## config.mk

```make
export PLATFORM = sky130hd
export DESIGN_NAME = ibex_multdiv_iter
export DESIGN_NICKNAME = d
export VERILOG_FILES = /design/src/rtl/ibex_multdiv_iter.sv
export SDC_FILE = /design/constraint.sdc
export NUM_CORES = 1
export LEC_CHECK = 0
export BUFFER_PORTS_ARGS = -buffer_cell sky130_fd_sc_hd__buf_2
export CAP_MARGIN = 30
export CELL_PAD_IN_SITES_DETAIL_PLACEMENT = 1
export CELL_PAD_IN_SITES_GLOBAL_PLACEMENT = 1
export CORE_MARGIN = 2
export CORE_UTILIZATION = 43
export DETAILED_ROUTE_END_ITERATION = 10
export HOLD_SLACK_MARGIN = 0.05
export PLACE_DENSITY_LB_ADDON = 0.1
export SETUP_SLACK_MARGIN = 0.02
export SLEW_MARGIN = 20
export SYNTH_ARGS = -nofsm -noshare
export SYNTH_HDL_FRONTEND = slang
export SYNTH_SLANG_ARGS = --single-unit
```

## constraint.sdc

```tcl
create_clock -name clk_i -period 3.2 [get_ports clk_i]
set_input_delay 0.64 -clock clk_i [delete_from_list [all_inputs] [get_ports clk_i]]
set_output_delay 0.64 -clock clk_i [all_outputs]
set_load 0.005 [all_outputs]
```

## src/rtl/ibex_multdiv_iter.sv

```systemverilog
// -----------------------------------------------------------------------------
// ibex_multdiv_iter
//
// Iterative RV32M multiply/divide unit. It performs one add/subtract per cycle
// on the shared ALU adder: shift-add for MULL/MULH and restoring division for
// DIV/REM. Signed operands are made positive first, and the sign is applied
// to the result at the end.
//
// Ports
//   clk_i             clock
//   rst_ni            asynchronous reset, active low
//   mult_en_i         multiply request, held until valid_o
//   div_en_i          divide request, held until valid_o
//   operator_i        00 MULL, 01 MULH, 10 DIV, 11 REM
//   signed_mode_i     [0] op_a signed, [1] op_b signed
//   op_a_i, op_b_i    operands, stable while a request is high
//   alu_adder_ext_i   ALU sum in bits [32:1], carry-out in bit 33
//   alu_multdiv_en_o  routes alu_operand_a_o/b_o into the ALU adder
//   alu_operand_a_o   ALU adder input A
//   alu_operand_b_o   ALU adder input B
//   multdiv_result_o  result, non-zero only while valid_o is high
//   valid_o           single-cycle completion strobe
//
// Configuration
//   IBEX_MD_EARLY_EXIT_EN : MULL leaves COMP as soon as the multiplier bits
//                           still to be consumed are all zero.
// -----------------------------------------------------------------------------
module ibex_multdiv_iter (
   input  logic        clk_i,
   input  logic        rst_ni,
   input  logic        mult_en_i,
   input  logic        div_en_i,
   input  logic [1:0]  operator_i,
   input  logic [1:0]  signed_mode_i,
   input  logic [31:0] op_a_i,
   input  logic [31:0] op_b_i,
   input  logic [33:0] alu_adder_ext_i,
   output logic        alu_multdiv_en_o,
   output logic [32:0] alu_operand_a_o,
   output logic [32:0] alu_operand_b_o,
   output logic [31:0] multdiv_result_o,
   output logic        valid_o
);

   typedef enum logic [2:0] {
      IDLE, ABS_A, ABS_B, COMP, CHANGE_SIGN, FINISH
   } md_state_e;

   localparam logic [1:0] OP_MULL = 2'b00;
   localparam logic [1:0] OP_MULH = 2'b01;
   localparam logic [1:0] OP_DIV  = 2'b10;

   md_state_e   state_q, state_d;
   logic [31:0] a_q, a_d;     // |op_a| (MULL: op_a shifted left each step)
   logic [31:0] b_q, b_d;     // |op_b|, the divisor
   logic [31:0] hi_q, hi_d;   // accumulator / product high word / remainder
   logic [31:0] lo_q, lo_d;   // multiplier / product low word / quotient
   logic [4:0]  cnt_q, cnt_d;
   logic        neg_q, neg_d;

   logic        en;
   logic        sign_a, sign_b;
   logic [31:0] sum;
   logic        carry;
   logic [31:0] shifted_rem;
   logic [31:0] abs_b;
   logic        unused_adder_lsb;

   assign en               = mult_en_i | div_en_i;
   assign sum              = alu_adder_ext_i[32:1];
   assign carry            = alu_adder_ext_i[33];
   assign unused_adder_lsb = alu_adder_ext_i[0];
   assign sign_a           = signed_mode_i[0] & op_a_i[31];
   assign sign_b           = signed_mode_i[1] & op_b_i[31];
   // Partial remainder shifted left with the next dividend bit brought in.
   assign shifted_rem      = {hi_q[30:0], lo_q[31]};
   assign abs_b            = sign_b ? sum : op_b_i;

   // NOTE: state registers use non-blocking assignments so every flop samples
   // the pre-edge values, independent of statement order.
   always_ff @(posedge clk_i or negedge rst_ni) begin
      if (!rst_ni) begin
         state_q <= IDLE;
         a_q     <= '0;
         b_q     <= '0;
         hi_q    <= '0;
         lo_q    <= '0;
         cnt_q   <= '0;
         neg_q   <= 1'b0;
      end else begin
         state_q <= state_d;
         a_q     <= a_d;
         b_q     <= b_d;
         hi_q    <= hi_d;
         lo_q    <= lo_d;
         cnt_q   <= cnt_d;
         neg_q   <= neg_d;
      end
   end

   // NOTE: every signal written here gets a default first, so no path can
   // leave one unassigned and infer a latch.
   always_comb begin
      state_d          = state_q;
      a_d              = a_q;
      b_d              = b_q;
      hi_d             = hi_q;
      lo_d             = lo_q;
      cnt_d            = cnt_q;
      neg_d            = neg_q;
      alu_multdiv_en_o = 1'b0;
      alu_operand_a_o  = '0;
      alu_operand_b_o  = '0;

      case (state_q)
         IDLE: begin
            if (en) begin
               if (operator_i == OP_MULL) begin
                  a_d     = op_a_i;
                  lo_d    = op_b_i;
                  hi_d    = '0;
                  cnt_d   = 5'd31;
                  state_d = COMP;
               end else if (operator_i[1] && (op_b_i == 32'd0)) begin
                  // Division by zero: quotient all ones, remainder = dividend.
                  lo_d    = '1;
                  hi_d    = op_a_i;
                  state_d = FINISH;
               end else begin
                  state_d = ABS_A;
               end
            end
         end

         ABS_A: begin
            // 0 - op_a through the adder's subtract encoding.
            alu_multdiv_en_o = 1'b1;
            alu_operand_a_o  = {32'd0, 1'b1};
            alu_operand_b_o  = {~op_a_i, 1'b1};
            a_d              = sign_a ? sum : op_a_i;
            // The remainder takes the sign of the dividend only.
            neg_d            = (operator_i == 2'b11) ? sign_a : (sign_a ^ sign_b);
            state_d          = ABS_B;
         end

         ABS_B: begin
            alu_multdiv_en_o = 1'b1;
            alu_operand_a_o  = {32'd0, 1'b1};
            alu_operand_b_o  = {~op_b_i, 1'b1};
            b_d              = abs_b;
            hi_d             = '0;
            lo_d             = (operator_i == OP_MULH) ? abs_b : a_q;
            cnt_d            = 5'd31;
            state_d          = COMP;
         end

         COMP: begin
            alu_multdiv_en_o = 1'b1;
            cnt_d            = cnt_q - 5'd1;
            case (operator_i)
               OP_MULL: begin
                  alu_operand_a_o = {hi_q, 1'b0};
                  alu_operand_b_o = {(lo_q[0] ? a_q : 32'd0), 1'b0};
                  hi_d            = sum;
                  a_d             = a_q << 1;
                  lo_d            = lo_q >> 1;
               end
               OP_MULH: begin
                  // Add, then shift the 65-bit {carry, hi, lo} right by one.
                  alu_operand_a_o = {hi_q, 1'b0};
                  alu_operand_b_o = {(lo_q[0] ? a_q : 32'd0), 1'b0};
                  hi_d            = {carry, sum[31:1]};
                  lo_d            = {sum[0], lo_q[31:1]};
               end
               default: begin
                  alu_operand_a_o = {shifted_rem, 1'b1};
                  alu_operand_b_o = {~b_q, 1'b1};
                  if (carry) begin
                     hi_d = sum;
                     lo_d = {lo_q[30:0], 1'b1};
                  end else begin
                     hi_d = shifted_rem;
                     lo_d = {lo_q[30:0], 1'b0};
                  end
               end
            endcase
            if (cnt_q == 5'd0) begin
               state_d = (operator_i == OP_MULL) ? FINISH : CHANGE_SIGN;
            end
`ifdef IBEX_MD_EARLY_EXIT_EN
            // lo_q[31:1] are the multiplier bits left after this step.
            if ((operator_i == OP_MULL) && (lo_q[31:1] == 31'd0)) begin
               state_d = FINISH;
            end
`endif
         end

         CHANGE_SIGN: begin
            alu_multdiv_en_o = 1'b1;
            case (operator_i)
               OP_MULH: begin
                  // Negating {hi,lo}: the +1 carries into hi only if lo is 0.
                  alu_operand_a_o = {~hi_q, 1'b0};
                  alu_operand_b_o = {31'd0, (lo_q == 32'd0), 1'b0};
                  if (neg_q) hi_d = sum;
               end
               OP_DIV: begin
                  alu_operand_a_o = {32'd0, 1'b1};
                  alu_operand_b_o = {~lo_q, 1'b1};
                  if (neg_q) lo_d = sum;
               end
               default: begin
                  alu_operand_a_o = {32'd0, 1'b1};
                  alu_operand_b_o = {~hi_q, 1'b1};
                  if (neg_q) hi_d = sum;
               end
            endcase
            state_d = FINISH;
         end

         FINISH:  state_d = IDLE;
         default: state_d = IDLE;
      endcase

      // A dropped request abandons the operation at the next edge.
      if ((state_q != IDLE) && !en) begin
         state_d = IDLE;
      end
   end

   assign valid_o          = (state_q == FINISH) && en;
   assign multdiv_result_o = !valid_o              ? 32'd0 :
                             (operator_i == OP_DIV) ? lo_q  : hi_q;

   // Both request lines high at once is an illegal use of the unit.
   assert property (@(posedge clk_i) disable iff (!rst_ni) !(mult_en_i && div_en_i))
      else $error("mult_en_i and div_en_i both high");

endmodule
```

==> impl_metrics.toml <==
[pwr]
finalPower_mw = 14.64
power_density_nw_per_um2 = 1031
p_switching_mw = 6.943
p_leak_nw = 6.117
p_seq_share_pct = 26.7
sw_frac_of_total_pct = 47.44
p_clk_share_pct = 14.1
p_comb_share_pct = 59.2
p_int_mw = 7.694
ir_worst_vdd_uv = 589.4

[floorplan]
die_h_um = 172.0
io_pins = 206
die_area_sq_um = 29570
core_region_area_sq_um = 27780
placementRows = 61
start_util_pct = 43.66
die_w_um = 172.0

[timing]
fin_tns_setup_ns = 0
fin_ws_ns = 0.06557
rsz0062_at_grt = "false"
whs_ns = 0.2414
hold_viol = 0
period_share_pct = 97.95
relSlewSlack_pct = 46.78
fmax_ghz = 0.3190
min_period_ns = 3.134
setup_violations = 0
maxSlewViolCount = 0
worst_slew_pin_slew_ns = 0.7983
finClkSkew_ns = 0.01340

[detailed_routing]
met3_length_mm = 6.282
wl_per_cell_um = 28.00
firstDrtPassIters = 7
detail-route-antenna-nets = 0
routed_wl_mm = 54.57
dr_wl_met2_mm = 23.36
met1_length_mm = 23.35
drc = 0
drtIter0Drc = 1574
vias_per_cell = 6.826
vias = 13300
maxUsedRoutingLayer = "met4"

[clock_network]
cts_hold_buf = 0
clock_latency_ns = 0.44
cts_buffers = 17
cts.repair.resized = 0
cts_sinks = 137
cts_tree = "done"
cts_root_buf = "clkbuf_16"
cts_setup_buffers = 0
cts_buffer_depth = 2
cts.clk_slew.worst_paths_ns = 0.07
htree_num_levels = 4

[final_layout]
antenna-diode-count = 0
fin_area_sq_um = 14190
syn2layout_area_growth_pct = 17.00
finish.cell_count_without_fillers = 1949
fin_util_pct = 51.08
final_net_count = 1671
final_layout_size_suffix_gt1_share_pct = 26.42
nFillCells = 3397

[synth]
synth_top_area_cell = "dfrtp_1"
ys_types = 63
synthArstFlopShare_pct = 100.0
ys.flop_type = "dfrtp_1"
syn_area_sq_um = 12130
syn_nets = 1534
seq_area_frac_synth_pct = 28.26
ys_ff_latch = 137
avgSynthCellArea_sq_um = 8.530
synth_area_leaders = "dfrtp_1 28%, mux2i_1 11%, mux2_4 6.9%"
synth_commonest_cells = "147 x nor2_1, 138 x o21ai_0, 137 x dfrtp_1"
yosysWarnings = 0
synth-edff-count = 0
syn_inst = 1422
yosysMostFrequentCell = "nor2_1"
synth_top_area_share_pct = 28.26

[critical_path]
critPathLaunchType = "input port"
critPathArrivalTime_ns = 2.49
critical_path_class = "input port to output port"
crit_start = "operator_i[1]"
crit_path_end = "alu_operand_b_o[19]"
reg2reg_from = "state_q[0]"
worst-path-max-fanout = 29
rrSetupSlack_ns = 0.68
r2r_cells = 4
r2r-end = "lo_q[23]"
crit_path_end_kind = "output port"
worst_ep_required_time_ns = 2.56

[placed_design]
dp_cells = 1918
hpwl_mm = 39.85
pre_cts_ws_ns = 0.1472
dpl_cell_area_sq_um = 13600
io_buffer_count = 204
gp_congestion = 0.9520

[job]
cap_violations = 0

[global_routing]
grt_max_degree = 76
antenna_found_initial = 1
grt_usage_pct = 37.00
overflow = 0
grt_pass1_vias = 13170
grt_first_pass_wirelength_mm = 82.08

[outcome]
status = "finished, final reports clean"

[worst_hold_path]
hold_path.class = "input port to asynchronous set/reset pin"
cell usage in the layout (no fill, tap or decap), drive strengths merged, types with 5 or more instances in the layout:
| cell type | Yosys | final |
|---|---|---|
| a222oi | 30 | 30 |
| nor2 | 147 | 147 |
| ha | 6 | 6 |
| a31oi | 6 | 6 |
| mux2i | 130 | 130 |
| inv | 15 | 18 |
| nand3 | 39 | 39 |
| nor4 | 13 | 13 |
| clkinvlp | 0 | 5 |
| clkbuf | 101 | 19 |
| dfrtp | 137 | 137 |
| a22oi | 30 | 30 |
| nor3 | 9 | 9 |
| a221o | 32 | 32 |
| o221ai | 60 | 60 |
| o22a | 30 | 30 |
| a211o | 28 | 28 |
| nand2 | 78 | 78 |
| buf | 57 | 276 |
| o22ai | 66 | 66 |
| nand2b | 7 | 7 |
| o2111ai | 28 | 28 |
| nor2b | 31 | 31 |
| mux2 | 61 | 61 |
| a21oi | 102 | 102 |
| o21ai | 138 | 138 |
| a22o | 5 | 5 |
metal layers:
metal	global-route usage, %	vias to the layer above
li1	-	5810
met1	51.26	6644
met2	55.02	736
met3	11.22	114
met4	12.02	0
met5	0	-
power by group through the flow:
| stage | Combinational [mW] | Sequential (mW) | Clock [mW] |
|---|---|---|---|
| floorplan | 6.24 | 3.27 | 0 |
| global placement | 8.27 | 3.83 | 0 |
| detailed placement | 8.51 | 3.87 | 0 |
| CTS | 8.55 | 3.85 | 2.08 |
| global route | 9.30 | 4.02 | 2.15 |
| finish | 8.67 | 3.91 | 2.06 |
layout make-up:
class / count / area [sq um] / area share (%)
multi-input combinational: 1112 / 7911 / 55.75
sequential: 137 / 3431 / 24.18
timing repair buffer: 276 / 1725 / 12.16
tap: 378 / 473.0 / 3.333
clock buffer: 19 / 452.9 / 3.192
clock inverter: 12 / 141.4 / 0.9963
inverter: 15 / 56.30 / 0.3968
critical path: stages:
cell	delay, ns
buf_2	0.16
inv_1	0.10
ha_2	0.36
nand2_1	0.06
buf_4	0.23
o22ai_1	0.42
a21oi_1	0.16
o221ai_1	0.22
buf_2	0.15
worst min-delay path by stage:
stage | from | endpoint | depth (start not counted)
6_report | rst_ni | cnt_q[1] | 1
5_1_grt | rst_ni | cnt_q[1] | 1
4_1_cts | rst_ni | cnt_q[1] | 1
3_5_place_dp | b_q[20] | b_q[20] | 2
3_3_place_gp | b_q[1] | b_q[1] | 2
2_1_floorplan | rst_ni | a_q[0] | 0
cell families after synthesis:
kind of cell | after synthesis | synth area share [%]
multiplexers | 191 | 18.12
AO/OA/AOI/OAI | 568 | 32.66
AND/OR/NAND/NOR | 345 | 13.06
XOR/XNOR | 2 | 0.1444
flip-flops | 137 | 28.26
buffers and inverters | 173 | 7.128
adder cells (fa/ha/maj) | 6 | 0.6189
state kept, by name, indices dropped and copies added, names as in the netlist:
signal and count:
b_q 32, state_q 3, neg_q 1, a_q 32, cnt_q 5, hi_q 32
lo_q 32
(Power assumes the default switching activity.)
